$ cat src/rtl/cp0_regfile_pkg.sv
// Shared CP0 definitions: register addresses, exception codes and Status/Cause bit positions.
package cp0_regfile_pkg;

  // {rd[4:0], sel[2:0]}
  localparam logic [7:0] AddrBadVAddr = 8'h40;
  localparam logic [7:0] AddrCount    = 8'h48;
  localparam logic [7:0] AddrCompare  = 8'h58;
  localparam logic [7:0] AddrStatus   = 8'h60;
  localparam logic [7:0] AddrCause    = 8'h68;
  localparam logic [7:0] AddrEpc      = 8'h70;

  localparam logic [4:0] ExcInt  = 5'h00;
  localparam logic [4:0] ExcAdel = 5'h04;
  localparam logic [4:0] ExcAdes = 5'h05;
  localparam logic [4:0] ExcSys  = 5'h08;
  localparam logic [4:0] ExcBp   = 5'h09;
  localparam logic [4:0] ExcRi   = 5'h0A;
  localparam logic [4:0] ExcOv   = 5'h0C;

  localparam int unsigned StatusBev   = 22;
  localparam int unsigned StatusImLo  = 8;
  localparam int unsigned StatusExl   = 1;
  localparam int unsigned StatusIe    = 0;
  localparam int unsigned CauseBd     = 31;
  localparam int unsigned CauseTi     = 30;
  localparam int unsigned CauseIpLo   = 8;
  localparam int unsigned CauseExcLo  = 2;

endpackage

$ cat src/rtl/cp0_timer.sv
// Count/Compare timer: divided free-running counter plus sticky timer interrupt flag.
module cp0_timer #(
  parameter int unsigned COUNT_DIV = 2
) (
  input  logic        clk,
  input  logic        reset,
  input  logic        count_we_i,
  input  logic        compare_we_i,
  input  logic [31:0] wdata_i,
  output logic [31:0] count_o,
  output logic [31:0] compare_o,
  output logic        ti_o
);

  logic [31:0] count_q, count_d;
  logic [31:0] compare_q, compare_d;
  logic        tick_q, tick_d;
  logic        ti_q, ti_d;

  always_comb begin
    count_d   = count_q;
    tick_d    = ~tick_q;
    compare_d = compare_q;
    ti_d      = ti_q;
    if (count_we_i) begin
      count_d = wdata_i;
      tick_d  = 1'b0;
    end else if (COUNT_DIV == 1 || tick_q) begin
      count_d = count_q + 32'd1;
    end
    // A Compare write clears TI even if the match fires in the same cycle.
    if (compare_we_i) begin
      compare_d = wdata_i;
      ti_d      = 1'b0;
    end else if (count_q == compare_q) begin
      ti_d = 1'b1;
    end
  end

  always_ff @(posedge clk) begin
    if (reset) begin
      count_q   <= 32'd0;
      compare_q <= 32'd0;
      tick_q    <= 1'b0;
      ti_q      <= 1'b0;
    end else begin
      count_q   <= count_d;
      compare_q <= compare_d;
      tick_q    <= tick_d;
      ti_q      <= ti_d;
    end
  end

  assign count_o   = count_q;
  assign compare_o = compare_q;
  assign ti_o      = ti_q;

endmodule

$ cat src/rtl/cp0_regfile.sv
// MIPS CP0 register file: exception commit, ERET, MTC0/MFC0 access and interrupt request.
module cp0_regfile
  import cp0_regfile_pkg::*;
#(
  parameter int unsigned COUNT_DIV = 2,
  parameter logic [31:0] EPC_RESET = 32'h0000_0000
) (
  input  logic        clk,
  input  logic        reset,
  input  logic        wb_ex,
  input  logic        wb_bd,
  input  logic [4:0]  wb_excode,
  input  logic [31:0] wb_pc,
  input  logic [31:0] wb_badvaddr,
  input  logic        eret_flush,
  input  logic [5:0]  ext_int_in,
  input  logic [7:0]  cp0_addr,
  output logic [31:0] cp0_rdata,
  input  logic        mtc0_we,
  input  logic [31:0] cp0_wdata,
  output logic [31:0] cp0_epc,
  output logic [31:0] cp0_status,
  output logic [31:0] cp0_cause,
  output logic        has_int
);

  logic [7:0]  im_q, im_d;
  logic        exl_q, exl_d;
  logic        ie_q, ie_d;
  logic        bd_q, bd_d;
  logic [7:0]  ip_q, ip_d;
  logic [4:0]  exc_q, exc_d;
  logic [31:0] epc_q, epc_d;
  logic [31:0] badv_q, badv_d;
  logic [31:0] count, compare;
  logic        ti;
  logic        wr;

  // An exception in WB squashes any MTC0 committing alongside it.
  assign wr = mtc0_we & ~wb_ex;

  cp0_timer #(
    .COUNT_DIV(COUNT_DIV)
  ) u_timer (
    .clk         (clk),
    .reset       (reset),
    .count_we_i  (wr && cp0_addr == AddrCount),
    .compare_we_i(wr && cp0_addr == AddrCompare),
    .wdata_i     (cp0_wdata),
    .count_o     (count),
    .compare_o   (compare),
    .ti_o        (ti)
  );

  always_comb begin
    im_d   = im_q;
    exl_d  = exl_q;
    ie_d   = ie_q;
    bd_d   = bd_q;
    exc_d  = exc_q;
    epc_d  = epc_q;
    badv_d = badv_q;
    ip_d   = {ext_int_in[5] | ti, ext_int_in[4:0], ip_q[1:0]};
    if (wb_ex) begin
      exl_d = 1'b1;
      exc_d = wb_excode;
      if (!exl_q) begin
        bd_d  = wb_bd;
        epc_d = wb_bd ? wb_pc - 32'd4 : wb_pc;
      end
      if (wb_excode == ExcAdel || wb_excode == ExcAdes) badv_d = wb_badvaddr;
    end else begin
      if (wr && cp0_addr == AddrStatus) begin
        im_d  = cp0_wdata[15:8];
        ie_d  = cp0_wdata[StatusIe];
        exl_d = cp0_wdata[StatusExl];
      end
      if (eret_flush) exl_d = 1'b0;
      if (wr && cp0_addr == AddrCause) ip_d[1:0] = cp0_wdata[9:8];
      if (wr && cp0_addr == AddrEpc) epc_d = cp0_wdata;
    end
  end

  always_ff @(posedge clk) begin
    if (reset) begin
      im_q   <= 8'd0;
      exl_q  <= 1'b0;
      ie_q   <= 1'b0;
      bd_q   <= 1'b0;
      ip_q   <= 8'd0;
      exc_q  <= 5'd0;
      epc_q  <= EPC_RESET;
      badv_q <= 32'd0;
    end else begin
      im_q   <= im_d;
      exl_q  <= exl_d;
      ie_q   <= ie_d;
      bd_q   <= bd_d;
      ip_q   <= ip_d;
      exc_q  <= exc_d;
      epc_q  <= epc_d;
      badv_q <= badv_d;
    end
  end

  always_comb begin
    cp0_status                          = 32'd0;
    cp0_status[StatusBev]               = 1'b1;
    cp0_status[StatusImLo+:8]           = im_q;
    cp0_status[StatusExl]               = exl_q;
    cp0_status[StatusIe]                = ie_q;
    cp0_cause                           = 32'd0;
    cp0_cause[CauseBd]                  = bd_q;
    cp0_cause[CauseTi]                  = ti;
    cp0_cause[CauseIpLo+:8]             = ip_q;
    cp0_cause[CauseExcLo+:5]            = exc_q;
  end

  assign cp0_epc = epc_q;
  assign has_int = (|(ip_q & im_q)) & ie_q & ~exl_q;

  always_comb begin
    case (cp0_addr)
      AddrBadVAddr: cp0_rdata = badv_q;
      AddrCount:    cp0_rdata = count;
      AddrCompare:  cp0_rdata = compare;
      AddrStatus:   cp0_rdata = cp0_status;
      AddrCause:    cp0_rdata = cp0_cause;
      AddrEpc:      cp0_rdata = epc_q;
      default:      cp0_rdata = 32'd0;
    endcase
  end

endmodule

$ cat config.mk
export PLATFORM = sky130hd
export DESIGN_NAME = cp0_regfile
export DESIGN_NICKNAME = d
export VERILOG_FILES = /design/src/rtl/cp0_regfile_pkg.sv /design/src/rtl/cp0_timer.sv /design/src/rtl/cp0_regfile.sv
export SDC_FILE = /design/constraint.sdc
export NUM_CORES = 1
export LEC_CHECK = 0
export CAP_MARGIN = 20
export CORE_MARGIN = 2
export CORE_UTILIZATION = 35
export CTS_BUF_LIST = sky130_fd_sc_hd__clkbuf_8
export CTS_CLUSTER_SIZE = 8
export DETAILED_ROUTE_END_ITERATION = 6
export PLACE_DENSITY = 0.66
export SYNTH_ARGS = -nofsm -noshare
export SYNTH_HDL_FRONTEND = slang
export SYNTH_SLANG_ARGS = --single-unit
$ cat constraint.sdc
create_clock -name clk -period 2.95 [get_ports clk]
set_input_delay 0.59 -clock clk [delete_from_list [all_inputs] [get_ports clk]]
set_output_delay 0.59 -clock clk [all_outputs]
set_load 0.005 [all_outputs]
==> flow_summary.json, run 1 <==
{
  "die_area_sq_mm": 0.0265,
  "row_count": 58,
  "clkLatencyLatePin_ns": 0.47,
  "r2r-end": "u_timer.count_o[22]",
  "synthTopCellsByArea": "dfxtp_1 35%, xnor2_1 7.2%, nand2_1 7.0%",
  "core_region_area_sq_mm": 0.0250,
  "grt_pass1_wl_microns": 50300,
  "critPathKind": "input port to output port",
  "power.internal_w": 0.00335,
  "nets": 1451,
  "skew_ns": 0.0102,
  "drt_iter0_drc": 1023,
  "ys_async_sr_fraction_pct": 0,
  "pwr-share-seq_pct": 47.2,
  "drv_cap": 0,
  "power_frac_comb_pct": 14.4,
  "place_congestion": 0.999,
  "placed_cell_area_sq_mm": 0.0112,
  "viasPerCell": 5.50,
  "fin_hold_ws_ns": 0.459,
  "clk_pin_slew_ns": 0.09,
  "ir_drop_mv": 0.229,
  "r2r-start": "u_timer.count_o[10]",
  "yosys.area.top_type": "dfxtp_1",
  "dr.pass1.iters": 7,
  "clkPwrFrac_pct": 38.3,
  "yosysMostFrequentCell": "nand2_1",
  "worstHoldStart": "badv_q[5]",
  "synthCells": 1114,
  "synthTopCellsByCount": "165 x nand2_1, 154 x dfxtp_1, 104 x a21oi_1",
  "ys.flop_type": "dfxtp_1",
  "io_pins": 250,
  "synth_edf_count": 0,
  "grtUsageTotal_pct": 25.2,
  "ys_seq_area_share_pct": 35.0,
  "yosys.area.top_type_share_pct": 35.0,
  "io_buffers": 210,
  "synth.distinct_cells": 70,
  "cts_made_buffers": 17,
  "crit_top_cell": "buf_4",
  "synth-seq-cells": 154,
  "grt_max_degree": 65,
  "antenna_left": 0,
  "cts-root-buf": "clkbuf_8",
  "max_freq_mhz": 341,
  "die_x_microns": 163,
  "synth_top_family_by_area": "simple AND/OR/NAND/NOR gates",
  "wl_microns": 34500,
  "reg2reg_depth": 5,
  "yosys_warnings": 0,
  "cts_tree": "yes",
  "cp_max_fo": 5,
  "antenna_found_initial": 2,
  "final_area_sq_mm": 0.0119,
  "cp_data_arrival_time_ns": 2.35,
  "whs_path_depth": 2,
  "ctsHoldBuffers": 0,
  "area_growth_syn_to_layout_pct": 35.2,
  "min_path_type": "flip-flop to flip-flop",
  "syn_avg_cell_area_sq_um": 7.92,
  "num_vias": 9196,
  "period_share_pct": 99.5,
  "synthAdderAreaFrac_pct": 0.284,
  "synth_compound_area_share_pct": 17.8,
  "end_kind": "output port",
  "cts_sinks": 154,
  "hold_viol_final": 0,
  "grt_overflow_total": 0,
  "hold_end": "badv_q[5]",
  "powerDensity_mw_per_mm2": 394,
  "synthesis.area_sq_mm": 0.00882,
  "synthMuxAreaShare_pct": 5.87,
  "r2r_slack_ns": 0.65,
  "max_stage_delay_ns": 0.47,
  "switching_power_w": 0.00134,
  "status": "completed",
  "leakage_nw": 4.23,
  "fp.dieH_microns": 163,
  "wl_per_cell_microns": 20.6,
  "h-tree-depth": 4,
  "drive_gt1_share_pct": 13.7,
  "start_util_pct": 35.3,
  "swShare_pct": 28.5,
  "cp_cell_sequence": "clkdlybuf4s50_1, nor4_2, buf_4, and3b_2, buf_6, buf_4, a221o_1, dlygate4sd2_1",
  "clock_path_buffers": 2,
  "synthSimpleGateAreaFrac_pct": 24.3,
  "start_kind": "input port",
  "drv_slew": 0,
  "totalPowerFinal_w": 0.00469,
  "grt_pass1_vias": 8273,
  "period_minus_slack_ns": 2.94,
  "route.detailed.drc": 0,
  "dpl.hpwl_microns": 26400,
  "worstPathRequired_ns": 2.36,
  "worst_pin_slew_ns": 0.525,
  "synth_xor_area_share_pct": 8.24,
  "slowest_stage": "clkdlybuf4s50_1",
  "critPathLaunch": "cp0_addr[1]",
  "setup_viol": 0,
  "slew_headroom_pct": 65.0
}
layer usage:
metal	track usage [%]	routed length (microns)	up-vias	part of all wire, %
met5	0	0	-	0
met4	8.49	1150	0	3.3
met3	5.86	3560	72	10
met2	39.3	15500	494	45
met1	34.3	14300	4321	41
li1	-	-	4309	-
kinds of logic after synthesis:
family / Yosys count
mux: 45
xor+xnor: 83
buf+inv: 138
flops: 154
fa+ha+maj: 2
compound gates: 251
other cells: 2
simple gates: 439
worst max-delay path, delay by kind of cell:
kind | cells | cell delay, ns
buf+inv | 5 | 1.15
simple gates | 2 | 0.30
compound gates | 1 | 0.29
worst max-delay path by stage:
stage                     depth (start not counted)             to
final                                             8   cp0_rdata[9]
after global routing                              9  cp0_rdata[28]
after CTS                                         8  cp0_rdata[31]
after detailed placement                          8   cp0_rdata[3]
after global placement                            8  cp0_rdata[31]
after floorplan                                   6   cp0_rdata[0]
registers in the layout, indices dropped and copies added (netlist names), 5 cells and up:
signal	cells
ip_q	8
badv_q	32
exc_q	5
cp0_epc	32
u_timer.compare_o	32
im_q	8
u_timer.count_o	32
repair_timing:
item	4_1_cts	5_1_grt
cloned	1	3
pin swaps	3	5
endpoints found under the setup margin	32	30
resized for setup	59	78
buffers inserted	3	16
placed cells by master, fill, tap and decap left out, drive strengths merged, types with 11 or more instances in the layout:
cell / instances
clkdlybuf4s50: 170
nand2: 165
dfxtp: 154
a21oi: 104
nor2: 91
buf: 86
xnor2: 72
nand3: 53
conb: 39
mux2i: 36
a211oi: 36
o21ai: 35
clkbuf: 35
a22oi: 32
nor3: 29
nor4: 19
nand4: 18
inv: 18
xor2: 11
power groups by stage:
stage               clock, W  combinational, W  sequential, W
floorplan                  0          0.000298        0.00222
global placement           0          0.000652        0.00226
detailed placement         0          0.000656        0.00226
CTS                  0.00181          0.000663        0.00221
global route         0.00191          0.000723        0.00222
finish               0.00180          0.000677        0.00222
final cells by class:
class / count / area, sq um
diodes: 2 / 5.00
fillers: 2420 / 13000
clock buffers: 17 / 234
multi-input cells: 859 / 5240
repair buffers: 288 / 2720
inverters: 8 / 30.0
clock inverters: 15 / 200
well taps: 330 / 413
flip-flops and latches: 154 / 3080
through the flow:
stage / util (%) / worst slack [ns] / setup TNS [ns] / std cells
after detailed placement: 45.0 / -0.354 / -9.24 / 1617
final: 47.8 / 0.0135 / 0 / 1673
after floorplan: - / 0.328 / 0 / 1151
after global placement: 45.0 / -0.351 / -8.90 / 1617
after CTS: 47.0 / -0.166 / -0.484 / 1653
after global routing: 47.8 / -0.00920 / -0.0312 / 1672
(Power assumes the default switching activity.)
==> inputs of run 2 (changes only) <==
- CTS_CLUSTER_DIAMETER: unset -> 60
==> results of run 2 <==
Same layout as run 1: the final DEF is identical, and so are final timing and power.
